$ cat src/rtl/alu_pkg.sv
// Shared definitions for the pipelined add/subtract unit: op encodings,
// flag bundle and the slice-width helper.
package alu_pkg;

    typedef enum logic [1:0] {
        OP_ADD = 2'b00,
        OP_SUB = 2'b01,
        OP_ADC = 2'b10,
        OP_SBC = 2'b11
    } alu_op_t;

    typedef struct packed {
        logic carry;
        logic overflow;
        logic zero;
        logic negative;
    } alu_flags_t;

    // Every slice is this wide except the last, which takes the remainder.
    function automatic int slice_width(input int width, input int stages);
        return (width + stages - 1) / stages;
    endfunction

endpackage

$ cat src/rtl/addsub_slice.sv
// Combinational SW-bit adder slice with carry in/out and a tap of the carry
// into its MSB, used to form signed overflow in the top slice.
module addsub_slice #(
    parameter int SW = 3
) (
    input  logic [SW-1:0] a,
    input  logic [SW-1:0] b,
    input  logic          c_in,
    output logic [SW-1:0] sum,
    output logic          c_out,
    output logic          c_msb
);

    logic [SW:0] full;

    always_comb begin
        full  = {1'b0, a} + {1'b0, b} + {{SW{1'b0}}, c_in};
        sum   = full[SW-1:0];
        c_out = full[SW];
        c_msb = a[SW-1] ^ b[SW-1] ^ full[SW-1];
    end

endmodule

$ cat src/rtl/alu_addsub_pipe.sv
// Pipelined add/subtract unit: carry chain split into STAGES registered slices,
// valid/ready on both sides with a global stall. Define ALU_ADDSUB_SAT_EN for sat_mode.
module alu_addsub_pipe
    import alu_pkg::*;
#(
    parameter int WIDTH  = 5,
    parameter int STAGES = 2
) (
    input  logic             clk,
    input  logic             rst_n,
    input  logic             in_valid,
    output logic             in_ready,
    input  logic [1:0]       op,
    input  logic [WIDTH-1:0] operand_a,
    input  logic [WIDTH-1:0] operand_b,
    input  logic             cin,
`ifdef ALU_ADDSUB_SAT_EN
    input  logic             sat_mode,
`endif
    output logic             out_valid,
    input  logic             out_ready,
    output logic [WIDTH-1:0] result,
    output logic             carry_out,
    output logic             overflow,
    output logic             zero,
    output logic             negative
);

    localparam int SW = slice_width(WIDTH, STAGES);
    localparam int LW = WIDTH - (STAGES - 1) * SW;
    localparam int NI = (STAGES > 1) ? STAGES - 1 : 1;
    localparam int L  = STAGES - 1;
    localparam logic [WIDTH-1:0] SAT_POS = {1'b0, {(WIDTH-1){1'b1}}};
    localparam logic [WIDTH-1:0] SAT_NEG = {1'b1, {(WIDTH-1){1'b0}}};

    if (STAGES < 1 || STAGES > WIDTH) begin : g_bad_stages
        $error("alu_addsub_pipe: STAGES must be within 1..WIDTH");
    end
    if (LW < 1) begin : g_bad_split
        $error("alu_addsub_pipe: WIDTH/STAGES leaves no bits for the last slice");
    end

    // Per-stage slice inputs (skewed operands, partial result, carry, control)
    logic [WIDTH-1:0] a_s   [STAGES];
    logic [WIDTH-1:0] b_s   [STAGES];
    logic [WIDTH-1:0] acc_s [STAGES];
    logic             c_s   [STAGES];
    logic             v_s   [STAGES];
    logic             sat_s [STAGES];
    logic [WIDTH-1:0] acc_o [STAGES];
    logic             co_o  [STAGES];
    logic             cm_o  [STAGES];

    logic [WIDTH-1:0] a_q [NI], a_d [NI];
    logic [WIDTH-1:0] b_q [NI], b_d [NI];
    logic [WIDTH-1:0] acc_q [NI], acc_d [NI];
    logic             c_q [NI], c_d [NI];
    logic             v_q [NI], v_d [NI];
    logic             sat_q [NI], sat_d [NI];

    logic             out_valid_q, out_valid_d;
    logic [WIDTH-1:0] result_q, result_d;
    alu_flags_t       flags_q, flags_d;

    logic             stall;
    logic             c0;
    logic             sat_in;
    logic [WIDTH-1:0] b_in;
    logic [WIDTH-1:0] res_f;
    logic             ovf_f;
    alu_flags_t       flags_f;

`ifdef ALU_ADDSUB_SAT_EN
    assign sat_in = sat_mode;
`else
    assign sat_in = 1'b0;
`endif

    // Subtraction is A + ~B + c0
    always_comb begin
        c0   = 1'b0;
        b_in = operand_b;
        case (alu_op_t'(op))
            OP_ADD: c0 = 1'b0;
            OP_SUB: begin c0 = 1'b1; b_in = ~operand_b; end
            OP_ADC: c0 = cin;
            OP_SBC: begin c0 = cin;  b_in = ~operand_b; end
            default: c0 = 1'b0;
        endcase
    end

    always_comb begin
        a_s[0]   = operand_a;
        b_s[0]   = b_in;
        acc_s[0] = '0;
        c_s[0]   = c0;
        v_s[0]   = in_valid;
        sat_s[0] = sat_in;
        for (int k = 1; k < STAGES; k++) begin
            a_s[k]   = a_q[k-1];
            b_s[k]   = b_q[k-1];
            acc_s[k] = acc_q[k-1];
            c_s[k]   = c_q[k-1];
            v_s[k]   = v_q[k-1];
            sat_s[k] = sat_q[k-1];
        end
    end

    for (genvar k = 0; k < STAGES; k++) begin : g_slice
        localparam int LO  = k * SW;
        localparam int SWK = (k == STAGES - 1) ? LW : SW;
        logic [SWK-1:0]   sum_w;
        logic             co_w;
        logic             cm_w;
        logic [WIDTH-1:0] merged;

        addsub_slice #(.SW(SWK)) u_slice (
            .a     (a_s[k][LO +: SWK]),
            .b     (b_s[k][LO +: SWK]),
            .c_in  (c_s[k]),
            .sum   (sum_w),
            .c_out (co_w),
            .c_msb (cm_w)
        );

        always_comb begin
            merged            = acc_s[k];
            merged[LO +: SWK] = sum_w;
        end

        assign acc_o[k] = merged;
        assign co_o[k]  = co_w;
        assign cm_o[k]  = cm_w;
    end

    // Final stage: flags from the complete result, optional clamp
    always_comb begin
        ovf_f = co_o[L] ^ cm_o[L];
        res_f = acc_o[L];
        if (sat_s[L] && ovf_f) begin
            res_f = acc_o[L][WIDTH-1] ? SAT_POS : SAT_NEG;
        end
        flags_f.carry    = co_o[L];
        flags_f.overflow = ovf_f;
        flags_f.zero     = (res_f == '0);
        flags_f.negative = res_f[WIDTH-1];
    end

    always_comb begin
        stall       = out_valid_q && !out_ready;
        a_d         = a_q;
        b_d         = b_q;
        acc_d       = acc_q;
        c_d         = c_q;
        v_d         = v_q;
        sat_d       = sat_q;
        out_valid_d = out_valid_q;
        result_d    = result_q;
        flags_d     = flags_q;
        if (!stall) begin
            for (int k = 0; k < STAGES - 1; k++) begin
                a_d[k]   = a_s[k];
                b_d[k]   = b_s[k];
                acc_d[k] = acc_o[k];
                c_d[k]   = co_o[k];
                v_d[k]   = v_s[k];
                sat_d[k] = sat_s[k];
            end
            out_valid_d = v_s[L];
            if (v_s[L]) begin
                result_d = res_f;
                flags_d  = flags_f;
            end
        end
    end

    always_ff @(posedge clk or negedge rst_n) begin
        if (!rst_n) begin
            for (int k = 0; k < NI; k++) begin
                a_q[k]   <= '0;
                b_q[k]   <= '0;
                acc_q[k] <= '0;
                c_q[k]   <= 1'b0;
                v_q[k]   <= 1'b0;
                sat_q[k] <= 1'b0;
            end
            out_valid_q <= 1'b0;
            result_q    <= '0;
            flags_q     <= '0;
        end else begin
            a_q         <= a_d;
            b_q         <= b_d;
            acc_q       <= acc_d;
            c_q         <= c_d;
            v_q         <= v_d;
            sat_q       <= sat_d;
            out_valid_q <= out_valid_d;
            result_q    <= result_d;
            flags_q     <= flags_d;
        end
    end

    assign in_ready  = !stall;
    assign out_valid = out_valid_q;
    assign result    = result_q;
    assign carry_out = flags_q.carry;
    assign overflow  = flags_q.overflow;
    assign zero      = flags_q.zero;
    assign negative  = flags_q.negative;

endmodule

$ cat config.mk
export PLATFORM = sky130hd
export DESIGN_NAME = alu_addsub_pipe
export DESIGN_NICKNAME = d
export VERILOG_FILES = /design/src/rtl/alu_pkg.sv /design/src/rtl/addsub_slice.sv /design/src/rtl/alu_addsub_pipe.sv
export SDC_FILE = /design/constraint.sdc
export NUM_CORES = 1
export LEC_CHECK = 0
export BUFFER_PORTS_ARGS = -buffer_cell sky130_fd_sc_hd__buf_2
export CAP_MARGIN = 0
export CORE_MARGIN = 2
export CORE_UTILIZATION = 45
export CTS_BUF_LIST = sky130_fd_sc_hd__clkbuf_16
export CTS_CLUSTER_SIZE = 28
export DETAILED_ROUTE_END_ITERATION = 12
export HOLD_SLACK_MARGIN = 0.06
export PLACE_DENSITY = 0.71
export SLEW_MARGIN = 20
export SYNTH_ARGS = -nofsm -noshare
export SYNTH_HDL_FRONTEND = slang
export SYNTH_SLANG_ARGS = --single-unit
$ cat constraint.sdc
create_clock -name clk -period 4.4 [get_ports clk]
set_input_delay 0.22 -clock clk [delete_from_list [all_inputs] [get_ports clk]]
set_output_delay 0.22 -clock clk [all_outputs]
set_load 0.1 [all_outputs]
==> impl_metrics.yaml <==
global_route:
  grtUsageTotal_pct: 13.44
  grt_busiest_layer: "met2"
  grt_pass1_vias: 580
  met1_usage_pct: 14.59
  grt.overflow.total: 0
  grt_pass1_wl_um: 2518
  use_met2_pct: 23.46
  use_met3_pct: 2.381
  grt_max_degree: 20
  antenna_found_initial: 0
pwr:
  power.density_mw_per_mm2: 765.3
  power.leakage_nw: 0.6001
  ir_worst_vdd_v: 0.0007398
cells_and_area:
  diodes: 0
  nFillCells: 180
  regArea_um2: 450.4
  drive_gt1_share_pct: 40.38
  multi_input_area_um2: 459.2
  area_growth_pct: 22.22
  layout.nets: 129
floorplan:
  num_rows: 16
  die_w_um: 50.66
  ios: 28
  die_h_um: 50.66
  initial_utilization_pct: 48.94
  coreArea_mm2: 0.002002
  dieArea_mm2: 0.002566
synthesis:
  synth_xor_area_share_pct: 7.152
  synthMuxAreaShare_pct: 14.69
  synth_compound_area_share_pct: 4.725
  ys_async_sr_fraction_pct: 100.0
  ys_ff_latch: 18
  yosys-top-cells-area: "dfrtp_1, mux2_4, fa_1, xnor2_1, ha_1"
  synthAdderAreaFrac_pct: 12.01
  synth_edf_count: 0
  synth_warnings: 0
  synth_top_area_share_pct: 45.98
  yosysMostFrequentCell: "dfrtp_1"
  syn_nets: 100
  synth_top_family_by_area: "multiplexers"
  yosys.area_share.simple_pct: 8.301
  synth.avg_cell_area_um2: 12.89
  seq_area_frac_synth_pct: 45.98
  syn_inst: 76
  synth_common_cells: "dfrtp_1, inv_1, mux2_4"
  synth_area_um2: 979.7
  ys_types: 24
  yosys.area.top_type: "dfrtp_1"
  synth_flop_cell: "dfrtp_1"
cts:
  ctsRootBufferMaster: "clkbuf_16"
  ctsHoldBuffers: 1
  cts_setup_buffers: 0
  cts.clk_slew.worst_paths_ns: 0.05
  cts_tree: "done"
  cts_made_buffers: 3
  clk_latency_ns: 0.25
  cts.sinks: 18
  htree_num_levels: 1
  clockBufferDepth: 2
  cts-resized-gates: 0
drt:
  post_drt_wl_per_cell_um: 11.18
  routed_wirelength_um: 1464
  drc_errors: 0
  dr.pass1.iters: 2
  num_vias: 631
  routed_via_density: 4.817
  drtAntennaViolNets: 0
  drt-initial-drc-count: 2
placement:
  gp_congestion: 0.7358
  numPortBuffers: 27
  place_hpwl_um: 1165
timing:
  whs_ns: 0.1999
  finalSetupViolCount: 0
  max_freq_mhz: 504.5
  skew_ns: 0.002429
  rsz0062_at_grt: "false"
  finalSetupTns_ns: 0
  worst_pin_slew_ns: 0.4909
  slew_violations: 0
  finalHoldViolCount: 0
  period_minus_slack_ns: 1.982
  relSlewSlack_pct: 67.50
  fin_crit_sh_pct: 45.05
setup_path:
  startpoint_type: "register"
  path_class: "register to register"
  cp_cell_sequence: "inv_1 > fa_1 > inv_1 > fa_1 > xnor2_1 > xnor2_1 > mux2_4"
  worstPathRequired_ns: 4.53
  cpPeakStageDelay_ns: 0.45
  end_kind: "register"
  slowest_stage: "fa_1"
  cp_max_fo: 3
  cp.arrival_ns: 2.11
min_path:
  hold_path.class: "input port to register"
status:
  status: "finished, final reports clean"
run:
  max_cap_violations: 0
worst max-delay path, delay by kind of cell, from the launching register on:
| family | cells | cell delay [ns] |
|---|---|---|
| buffers and inverters | 2 | 0.13 |
| multiplexers | 1 | 0.26 |
| flip-flops | 1 | 0.32 |
| XOR/XNOR | 2 | 0.29 |
| adder cells (fa/ha/maj) | 2 | 0.87 |
metal layers:
metal	vias up	routed length, µm
li1	301	-
met1	298	625
met2	27	697
met3	5	94
met4	0	46
met5	-	0
area by class of cell:
cell class,count,share of cell area [%]
clock inverters,1,0.3135
inverters,8,2.508
multi-input cells,46,38.35
well taps,27,2.821
repair buffers,28,12.12
flip-flops and latches,18,37.62
clock buffers,3,6.270
sequential cells by signal, summed over array words and instances, names as in the netlist:
register,cells
b_q,2
a_q,2
acc_q,3
c_q,1
carry_out,1
zero,1
result,5
overflow,1
v_q,1
out_valid,1
cell usage in the layout (no fill, tap or decap), drive strengths merged, types with 3 or more instances in the layout:
master / n
a21oi: 3
buf: 27
clkbuf: 3
dfrtp: 18
fa: 4
ha: 3
inv: 8
mux2: 9
nand2: 3
nor2: 4
o21ai: 3
xnor2: 5
xor2: 3
worst paths after layout:
| check | start | end | slack (ns) | depth (start not counted) |
|---|---|---|---|---|
| worst min register to register | zero | zero | 0.49 | 1 |
| worst max-delay path | a_q[3] | overflow | 2.42 | 7 |
| worst min-delay path | operand_a[3] | a_q[3] | 0.20 | 3 |
| max in group asynchronous | rst_n | acc_q[2] | 3.70 | 2 |
| worst max register to register | a_q[3] | overflow | 2.42 | 7 |
| min in group asynchronous | rst_n | result[1] | 0.43 | 2 |
power by group:
group | internal, mW | total [mW] | switching (mW)
Sequential | 0.217 | 0.250 | 0.0331
Clock | 0.121 | 0.178 | 0.0576
Combinational | 0.119 | 0.488 | 0.369
cell families after synthesis:
logic type	count (synthesis)
flip-flops	18
buffers and inverters	12
AND/OR/NAND/NOR	12
multiplexers	11
AO/OA/AOI/OAI	8
XOR/XNOR	8
adder cells (fa/ha/maj)	7
through the flow:
| stage | cell area [µm²] | total power, mW | cells | setup WS, ns | utilization, % |
|---|---|---|---|---|---|
| final | 1197 | 0.9163 | 131 | 2.418 | 59.81 |
| after global routing | 1197 | 0.9556 | 131 | 2.320 | 59.81 |
| after CTS | 1197 | 0.9259 | 131 | 2.395 | 59.81 |
| after detailed placement | 1109 | 0.7447 | 126 | 2.400 | 55.38 |
| after global placement | 1109 | 0.7361 | 126 | 2.449 | 55.38 |
| after floorplan | 979.7 | 0.6799 | 76 | 2.485 | - |
Note: power is estimated with default switching activity, not from simulation.
